<file path="config.mk">
export PLATFORM = sky130hd
export DESIGN_NAME = hqm_reset_pwr_sequencer
export DESIGN_NICKNAME = d
export VERILOG_FILES = /design/src/rtl/hqm_reset_pwr_sequencer.sv
export SDC_FILE = /design/constraint.sdc
export NUM_CORES = 1
export LEC_CHECK = 0
export CAP_MARGIN = 20
export CORE_MARGIN = 2
export CORE_UTILIZATION = 41
export DETAILED_ROUTE_END_ITERATION = 10
export GPL_TIMING_DRIVEN = 1
export HOLD_SLACK_MARGIN = 0.05
export PLACE_DENSITY = 0.74
export REMOVE_ABC_BUFFERS = 1
export SKIP_CTS_REPAIR_TIMING = 1
export SLEW_MARGIN = 40
export SYNTH_ARGS = -nofsm -noshare
export SYNTH_HDL_FRONTEND = slang
export SYNTH_SLANG_ARGS = --single-unit
</file>
<file path="constraint.sdc">
create_clock -name prim_clk -period 6 [get_ports prim_clk]
set_input_delay 0.9 -clock prim_clk [delete_from_list [all_inputs] [get_ports prim_clk]]
set_output_delay 0.9 -clock prim_clk [all_outputs]
set_load 0.005 [all_outputs]
</file>
<file path="src/rtl/hqm_reset_pwr_sequencer.sv">
// hqm_reset_pwr_sequencer: stages fuse pull, power-gate handshake and
// core/side reset release; handles warm-reset drain and forced power.
module hqm_reset_pwr_sequencer #(
    parameter int PWR_DLY   = 16,
    parameter int SIDE_DLY  = 8,
    parameter int FUSE_TMO  = 1023,
    parameter int DRAIN_TMO = 511
) (
    input  logic       prim_clk,
    input  logic       prim_rst_b,
    input  logic       pwr_on_req,
    input  logic       warm_rst_req,
    input  logic       fuse_bypass,
    input  logic       fuse_pull_ack,
    input  logic       pgcb_pwr_ack,
    input  logic       quiesce_done,
    input  logic       force_pwr_on,
    input  logic       force_pwr_off,
    output logic       fuse_pull_req,
    output logic       pgcb_pwr_req,
    output logic       quiesce_req,
    output logic       core_rst_b,
    output logic       side_rst_b,
    output logic       rst_done,
    output logic [1:0] seq_err,
    output logic [3:0] seq_state
);

    typedef enum logic [3:0] {
        IDLE    = 4'd0,
        FUSE    = 4'd1,
        PWRUP   = 4'd2,
        PWRDLY  = 4'd3,
        CORE_UP = 4'd4,
        ACTIVE  = 4'd5,
        DRAIN   = 4'd6,
        PWRDN   = 4'd7,
        FORCED  = 4'd8
    } state_e;

    localparam logic [9:0] PWR_LAST   = 10'(PWR_DLY - 1);
    localparam logic [9:0] SIDE_LAST  = 10'(SIDE_DLY - 1);
    localparam logic [9:0] FUSE_LAST  = 10'(FUSE_TMO - 1);
    localparam logic [9:0] DRAIN_LAST = 10'(DRAIN_TMO - 1);

    state_e     state;
    state_e     state_nx;
    logic [9:0] cnt;
    logic [9:0] cnt_nx;
    logic [1:0] err_nx;
    logic       fuse_nx;
    logic       pgcb_nx;
    logic       qui_nx;
    logic       core_nx;
    logic       side_nx;
    logic       done_nx;
    logic       forced;

    assign forced    = force_pwr_on | force_pwr_off;
    assign seq_state = state;

    always_comb begin
        state_nx = state;
        err_nx   = seq_err;
        if (forced) begin
            state_nx = FORCED;
        end else begin
            case (state)
                IDLE: begin
                    if (pwr_on_req)
                        state_nx = fuse_bypass ? PWRUP : FUSE;
                end
                FUSE: begin
                    if (!pwr_on_req) begin
                        state_nx = PWRDN;
                    end else if (fuse_pull_ack) begin
                        state_nx = PWRUP;
                    end else if (cnt == FUSE_LAST) begin
                        state_nx  = PWRUP;
                        err_nx[0] = 1'b1;
                    end
                end
                PWRUP: begin
                    if (!pwr_on_req)
                        state_nx = PWRDN;
                    else if (pgcb_pwr_ack)
                        state_nx = PWRDLY;
                end
                PWRDLY: begin
                    if (!pwr_on_req)
                        state_nx = PWRDN;
                    else if (!pgcb_pwr_ack)
                        state_nx = PWRUP;
                    else if (cnt == PWR_LAST)
                        state_nx = CORE_UP;
                end
                CORE_UP: begin
                    if (!pwr_on_req)
                        state_nx = PWRDN;
                    else if (!pgcb_pwr_ack)
                        state_nx = PWRUP;
                    else if (cnt == SIDE_LAST)
                        state_nx = ACTIVE;
                end
                ACTIVE: begin
                    if (!pwr_on_req)
                        state_nx = PWRDN;
                    else if (!pgcb_pwr_ack)
                        state_nx = PWRUP;
                    else if (warm_rst_req)
                        state_nx = DRAIN;
                end
                DRAIN: begin
                    if (!pwr_on_req) begin
                        state_nx = PWRDN;
                    end else if (!pgcb_pwr_ack) begin
                        state_nx = PWRUP;
                    end else if (quiesce_done) begin
                        state_nx = PWRDLY;
                    end else if (cnt == DRAIN_LAST) begin
                        state_nx  = PWRDLY;
                        err_nx[1] = 1'b1;
                    end
                end
                PWRDN: begin
                    // rail request drops on the second cycle, so ack is
                    // only trusted from then on
                    if (cnt != '0 && !pgcb_pwr_ack)
                        state_nx = IDLE;
                end
                FORCED:  state_nx = IDLE;
                default: state_nx = IDLE;
            endcase
        end
    end

    always_comb begin
        fuse_nx = 1'b0;
        pgcb_nx = 1'b0;
        qui_nx  = 1'b0;
        core_nx = 1'b0;
        side_nx = 1'b0;
        done_nx = 1'b0;
        case (state_nx)
            FUSE:    fuse_nx = 1'b1;
            PWRUP:   pgcb_nx = 1'b1;
            PWRDLY:  pgcb_nx = 1'b1;
            CORE_UP: begin
                pgcb_nx = 1'b1;
                core_nx = 1'b1;
            end
            ACTIVE: begin
                pgcb_nx = 1'b1;
                core_nx = 1'b1;
                side_nx = 1'b1;
                done_nx = 1'b1;
            end
            DRAIN: begin
                pgcb_nx = 1'b1;
                core_nx = 1'b1;
                side_nx = 1'b1;
                qui_nx  = 1'b1;
            end
            PWRDN:   pgcb_nx = (state != PWRDN) & pgcb_pwr_req;
            FORCED:  pgcb_nx = force_pwr_on & ~force_pwr_off;
            default: ;
        endcase
    end

    always_comb begin
        if (state_nx != state)
            cnt_nx = '0;
        else if (cnt == 10'h3ff)
            cnt_nx = cnt;
        else
            cnt_nx = cnt + 10'd1;
    end

    always_ff @(posedge prim_clk or negedge prim_rst_b) begin
        if (!prim_rst_b) begin
            state         <= IDLE;
            cnt           <= '0;
            seq_err       <= '0;
            fuse_pull_req <= 1'b0;
            pgcb_pwr_req  <= 1'b0;
            quiesce_req   <= 1'b0;
            core_rst_b    <= 1'b0;
            side_rst_b    <= 1'b0;
            rst_done      <= 1'b0;
        end else begin
            state         <= state_nx;
            cnt           <= cnt_nx;
            seq_err       <= err_nx;
            fuse_pull_req <= fuse_nx;
            pgcb_pwr_req  <= pgcb_nx;
            quiesce_req   <= qui_nx;
            core_rst_b    <= core_nx;
            side_rst_b    <= side_nx;
            rst_done      <= done_nx;
        end
    end

endmodule

</file>
### After elaboration in Yosys (flattened, before gate mapping)

Cells that the tools add are included.

| word-level totals | value |
|---|---|
| register bits after elaboration | 22 |
| input port bits | 10 |
| output and inout port bits | 12 |
| logic and storage cells | 81 |

| cells by class | value |
|---|---|
| add/sub/neg operators | 1 |
| equal/unequal tests | 23 |
| muxes and demuxes | 31 |
| bitwise logic cells | 7 |
| reductions and logical operators | 9 |

Operators with widths:

| cell | count |
|---|---|
| $mux 4 | 21 |
| $eq 4x3->1 const B | 8 |
| $pmux 4 s8 | 1 |
| $eq 10x10->1 const B | 2 |
| $mux 10 | 2 |
| $eq 4x2->1 const B | 4 |
| $add 10x1->10 const B | 1 |
| $eq 10x3->1 const B | 1 |
| $eq 10x4->1 const B | 1 |
| $eq 10x9->1 const B | 1 |
| $reduce_bool 10->1 | 1 |
| $eq 4x1->1 const B | 2 |
| $reduce_and 6->1 | 1 |
| $mux 1 | 5 |
| $reduce_and 5->1 | 1 |
| $reduce_or 5->1 | 1 |
| $eq 4x4->1 const B | 1 |
| $logic_not 4->1 | 1 |
| $ne 4x3->1 const B | 1 |
| $ne 4x4->1 | 1 |
| $not 1->1 | 4 |
| $pmux 1 s3 | 1 |
| $reduce_or 3->1 | 1 |
| $and 1x1->1 | 2 |
| other kinds (6) | 6 |

### Depth between registers and ports, before layout

| depth | value |
|---|---|
| depth after elaboration | 10 |
| depth in mapped cells | 10 |
| gate-level depth less buffers | 9 |

### Worst setup path after synthesis

OpenSTA, ideal clock, no wires.

| timing path | value |
|---|---|
| path type | input-to-reg |
| start point | in pwr_on_req |
| end point | reg cnt[0] |
| library setup time | 144 ps |
| arrival | 2754 ps |
| data required time | 5856 ps |
| slack | 3102 ps |
| stages on the path | 9 |
| buffers on the path | 2 |
| cell sequence | clkbuf_1 -> or4b_2 -> o221ai_1 -> o2bb2ai_1 -> nor3_2 -> and3_4 -> buf_6 -> o31ai_4 -> nor3_1 |

| on the way | value |
|---|---|
| cells in the longest elaborated chain, start to end | 5 |
| elaborated cells on any way between the ends | 12 |
| those cells by class | 2 x eq/ne; 10 x mux |

Ends and longest elaborated chain:

| what | RTL line | RTL |
|---|---|---|
| start, declared | 11 | `input logic pwr_on_req,` |
| $mux 4 (tied with other cells) | 114 | `if (!pwr_on_req) begin` |
| $pmux 4 s8 (*) | 68 | `case (state)` |
| $mux 4 (*) | 65 | `if (forced) begin` |
| $ne 4x4->1 (*) | 171 | `if (state_nx != state)` |
| $ne 2x2->1 (no source line) or $mux 10 (tied branches) | -- |  |
| end signal, assigned | 192 | `cnt <= cnt_nx;` |
| end, declared | 48 | `logic [9:0] cnt;` |

Mark *: on every way between the ends. The rest lies on a longest branch, timed or not.
A chain may end at the register's enable or synchronous reset.

### Final worst setup path

| timing path | value |
|---|---|
| start point | in pwr_on_req |
| end point | reg cnt[1] |

Same word-level chain as after synthesis.

==> impl_metrics.prom <==
# TYPE chip_impl_metric gauge
chip_impl_info{name="outcome",value="finished, final reports clean"} 1
chip_impl_metric{name="critical_path.max_fanout",unit=""} 10
chip_impl_metric{name="reg2reg_depth",unit=""} 7
chip_impl_info{name="synth.area.top_cells",value="sky130_fd_sc_hd__dfrtp_1 35%, sky130_fd_sc_hd__nor3_1 3.8%, sky130_fd_sc_hd__nor2_1 3.6%, sky130_fd_sc_hd__nand2_1 3.1%, sky130_fd_sc_hd__nand3_1 2.6%"} 1
chip_impl_metric{name="fillCellCount",unit=""} 351
chip_impl_metric{name="gr-usage-all-layers",unit=""} 0.173
chip_impl_info{name="r2r_start",value="cnt[4]"} 1
chip_impl_metric{name="vias_in_the_first_global_route",unit=""} 1243
chip_impl_metric{name="finalCritPeriodShare",unit=""} 0.524
chip_impl_metric{name="fin_nets",unit=""} 200
chip_impl_metric{name="power_leakage",unit="nW"} 0.735
chip_impl_metric{name="sum_of_internal_switching_and_leakage_power",unit="mW"} 0.339
chip_impl_metric{name="clock_skew",unit="ps"} 5.07
chip_impl_metric{name="antenna_found_initial",unit=""} 0
chip_impl_info{name="hold_start",value="seq_err[0]"} 1
chip_impl_info{name="layout.cells.most_common_list",value="22 x sky130_fd_sc_hd__dfrtp_1, 20 x sky130_fd_sc_hd__clkdlybuf4s50_1, 15 x sky130_fd_sc_hd__nor2_1, 13 x sky130_fd_sc_hd__nand2_1, 12 x sky130_fd_sc_hd__nor3_1"} 1
chip_impl_metric{name="seq_area_frac_synth",unit=""} 0.351
chip_impl_metric{name="synth_top_area_frac",unit=""} 0.351
chip_impl_metric{name="buffer_ports.inserted",unit=""} 21
chip_impl_metric{name="globalRouteOverflowTotal",unit=""} 0
chip_impl_metric{name="drt_iter0_drc",unit=""} 111
chip_impl_metric{name="finalSetupTns",unit="ps"} 0
chip_impl_info{name="cp_capture_type",value="flip-flop"} 1
chip_impl_metric{name="detail_route.drc_violations",unit=""} 0
chip_impl_metric{name="synth_compound_gate_area_share",unit=""} 0.171
chip_impl_metric{name="syn-mean-instance-area",unit="sq um"} 9.18
chip_impl_metric{name="wire_length_of_the_first_global_routing_pass",unit="microns"} 5830
chip_impl_info{name="crit_path_start_kind",value="primary input"} 1
chip_impl_info{name="worstSetupPathType",value="in2reg"} 1
chip_impl_metric{name="vdd_ir_drop_max",unit="mV"} 0.105
chip_impl_metric{name="post_synth_xor_area_fraction",unit=""} 0.0447
chip_impl_info{name="grt_setup_unrepaired",value="no"} 1
chip_impl_info{name="synth_top_family_by_area",value="simple AND/OR/NAND/NOR gates"} 1
chip_impl_info{name="yosysTopAreaCell",value="sky130_fd_sc_hd__dfrtp_1"} 1
chip_impl_metric{name="initial_core_util",unit=""} 0.429
chip_impl_metric{name="finalMaxSlewViolations",unit=""} 0
chip_impl_metric{name="fraction_of_the_mapped_netlist_area_in_adder_cells",unit=""} 0.0239
chip_impl_metric{name="setup_viol",unit=""} 0
chip_impl_metric{name="ys_warn_count",unit=""} 0
chip_impl_metric{name="post_route_cells_drive_above_1_share",unit=""} 0.129
chip_impl_metric{name="number_of_enable_type_register_cells_in_the_synthesized_netlist",unit=""} 0
chip_impl_metric{name="cts-root-to-sink-buffers",unit=""} 2
chip_impl_metric{name="syn2layout_area_growth",unit="%"} 17.7
chip_impl_metric{name="cp.arrival",unit="ps"} 3270
chip_impl_metric{name="antenna-diode-count",unit=""} 0
chip_impl_metric{name="seqCellArea",unit="sq um"} 551
chip_impl_metric{name="maxClockFrequency",unit="GHz"} 0.318
chip_impl_metric{name="synth_simple_gate_area_frac",unit=""} 0.344
chip_impl_metric{name="powerDensity",unit="nW/um^2"} 184
chip_impl_metric{name="area_of_combinational_cells_with_multiple_inputs",unit="sq um"} 926
chip_impl_metric{name="drt-wirelength-per-cell",unit="microns"} 14.8
chip_impl_metric{name="numCtsBuffers",unit=""} 3
chip_impl_info{name="critical_r2r_capture",value="cnt[1]"} 1
chip_impl_metric{name="timing.final.crit_period",unit="ps"} 3140
chip_impl_metric{name="place_hpwl",unit="microns"} 2530
chip_impl_metric{name="drt-pass1-iter-count",unit=""} 4
chip_impl_metric{name="ys_types",unit=""} 53
chip_impl_metric{name="worst_ep_required_time",unit="ps"} 6130
chip_impl_metric{name="relSlewSlack",unit=""} 0.597
chip_impl_info{name="holdPathEnd",value="seq_err[0]"} 1
chip_impl_metric{name="design.die.area",unit="sq um"} 4340
chip_impl_info{name="clk_root_buffer_cell",value="sky130_fd_sc_hd__clkbuf_8"} 1
chip_impl_metric{name="muxShareOfSynthArea",unit=""} 0.00638
chip_impl_metric{name="avgViaCountPerCell",unit=""} 5.69
chip_impl_metric{name="ys_seq_elements",unit=""} 22
chip_impl_metric{name="chipHeight",unit="microns"} 65.9
chip_impl_metric{name="worst_hold_path.num_cells",unit=""} 2
chip_impl_metric{name="rrSetupSlack",unit="ps"} 3290
chip_impl_metric{name="postSynth.asyncResetShare",unit=""} 1.00
chip_impl_metric{name="routed_wirelength",unit="microns"} 3460
chip_impl_metric{name="std_cell_rows",unit=""} 22
chip_impl_info{name="most_frequent_standard_cell_in_the_layout_excluding_fill_and_tap_cells",value="sky130_fd_sc_hd__dfrtp_1"} 1
chip_impl_metric{name="finalHoldWorstSlack",unit="ps"} 460
chip_impl_metric{name="num_io_pins",unit=""} 22
chip_impl_info{name="worstHoldPathType",value="reg2reg"} 1
chip_impl_metric{name="cts-htree-levels",unit=""} 1
chip_impl_metric{name="tightest_slew",unit="ps"} 605
chip_impl_metric{name="postRouteAntennaNets",unit=""} 0
chip_impl_metric{name="synthesis.instances",unit=""} 171
chip_impl_metric{name="finalHoldViolations",unit=""} 0
chip_impl_metric{name="place.gp.congestion",unit=""} 0.900
chip_impl_metric{name="clk-insertion-delay-late",unit="ps"} 270
chip_impl_metric{name="detailroute.via_count",unit=""} 1331
chip_impl_metric{name="cts.reportedPaths.clkPinSlew",unit="ps"} 80
chip_impl_metric{name="chipWidth",unit="microns"} 65.9
chip_impl_metric{name="floorplan.core_area",unit="sq um"} 3660
chip_impl_info{name="synth_flop_cell",value="sky130_fd_sc_hd__dfrtp_1"} 1
chip_impl_metric{name="max_cap_violations",unit=""} 0
chip_impl_metric{name="clkSinkCount",unit=""} 22
chip_impl_metric{name="maximum_number_of_pins_on_one_net_before_global_route_repair",unit=""} 23
chip_impl_info{name="tritoncts_clock_tree",value="yes"} 1
chip_impl_metric{name="netlist_area",unit="sq um"} 1570
-- worst max-delay path, stage by stage --
cell	delay, ps
sky130_fd_sc_hd__clkdlybuf4s50_1	630
sky130_fd_sc_hd__or4b_2	630
sky130_fd_sc_hd__o221ai_1	100
sky130_fd_sc_hd__o2bb2ai_1	150
sky130_fd_sc_hd__nor3_2	80
sky130_fd_sc_hd__and3_4	190
sky130_fd_sc_hd__o31ai_4	450
sky130_fd_sc_hd__nor3_1	130
-- synthesized netlist by cell type (3+ instances only) --
master	instances
sky130_fd_sc_hd__inv_1	9
sky130_fd_sc_hd__nor3_1	12
sky130_fd_sc_hd__nor3b_1	3
sky130_fd_sc_hd__xnor2_1	4
sky130_fd_sc_hd__nor2_1	15
sky130_fd_sc_hd__a21oi_1	5
sky130_fd_sc_hd__and2_1	3
sky130_fd_sc_hd__xor2_1	4
sky130_fd_sc_hd__nand4_1	4
sky130_fd_sc_hd__and3_1	4
sky130_fd_sc_hd__a31oi_1	3
sky130_fd_sc_hd__nand3_1	8
sky130_fd_sc_hd__nor4_1	3
sky130_fd_sc_hd__nand2_1	13
sky130_fd_sc_hd__nor2b_1	3
sky130_fd_sc_hd__buf_2	5
sky130_fd_sc_hd__dfrtp_1	22
sky130_fd_sc_hd__ha_1	3
-- power by group --
group          switching (mW)  leakage, nW  total, mW  internal, mW
Sequential            0.00846        0.289      0.162         0.153
Clock                  0.0491       0.0357      0.138        0.0892
Combinational          0.0208        0.410     0.0392        0.0183
-- area by class of cell --
| type | instances | share of cell area |
|---|---|---|
| tap | 48 | 0.0325 |
| multi-input combinational | 130 | 0.501 |
| sequential | 22 | 0.298 |
| inverter | 9 | 0.0183 |
| clock inverter | 1 | 0.0163 |
| clock buffer | 3 | 0.0224 |
| timing repair buffer | 21 | 0.111 |
-- layer usage --
layer,wire length (microns),vias to the layer above,part of all wire,global-route usage
li1,-,658,-,-
met1,1700,629,0.49,0.252
met2,1530,36,0.44,0.254
met3,159,8,0.046,0.0290
met4,77,0,0.022,0.0677
met5,0,-,0,0
-- cells by family after synthesis --
family | count (synthesis)
and+or+nand+nor | 91
AOI/OAI and AO/OA | 27
DFF | 22
buffers and inverters | 19
xor gates and xnor gates | 8
adders and majority gates | 3
muxes | 1
-- metrics by stage --
stage | cells | util | setup WS, ps | instance area [sq um]
after floorplan | 161 | - | 3410 | 1510
after detailed placement | 230 | 0.485 | 2570 | 1780
after global routing | 234 | 0.504 | 2720 | 1850
after CTS | 234 | 0.504 | 2850 | 1850
final | 234 | 0.504 | 2860 | 1850
after global placement | 230 | 0.486 | 2610 | 1780
-- flip-flops by register name, indices dropped and copies added (netlist names) --
name,flops
seq_state,4
side_rst_b,1
rst_done,1
fuse_pull_req,1
cnt,10
seq_err,2
core_rst_b,1
pgcb_pwr_req,1
quiesce_req,1
-- worst max path at each step --
stage | startpoint | endpoint | slack (ps) | depth (start not counted)
finish | pwr_on_req | cnt[1] | 2860 | 8
global placement | pwr_on_req | cnt[4] | 2610 | 8
floorplan | fuse_bypass | cnt[0] | 3410 | 7
global route | pwr_on_req | cnt[5] | 2720 | 8
CTS | pwr_on_req | cnt[5] | 2850 | 8
detailed placement | pwr_on_req | cnt[5] | 2570 | 8
(Power assumes the default switching activity.)
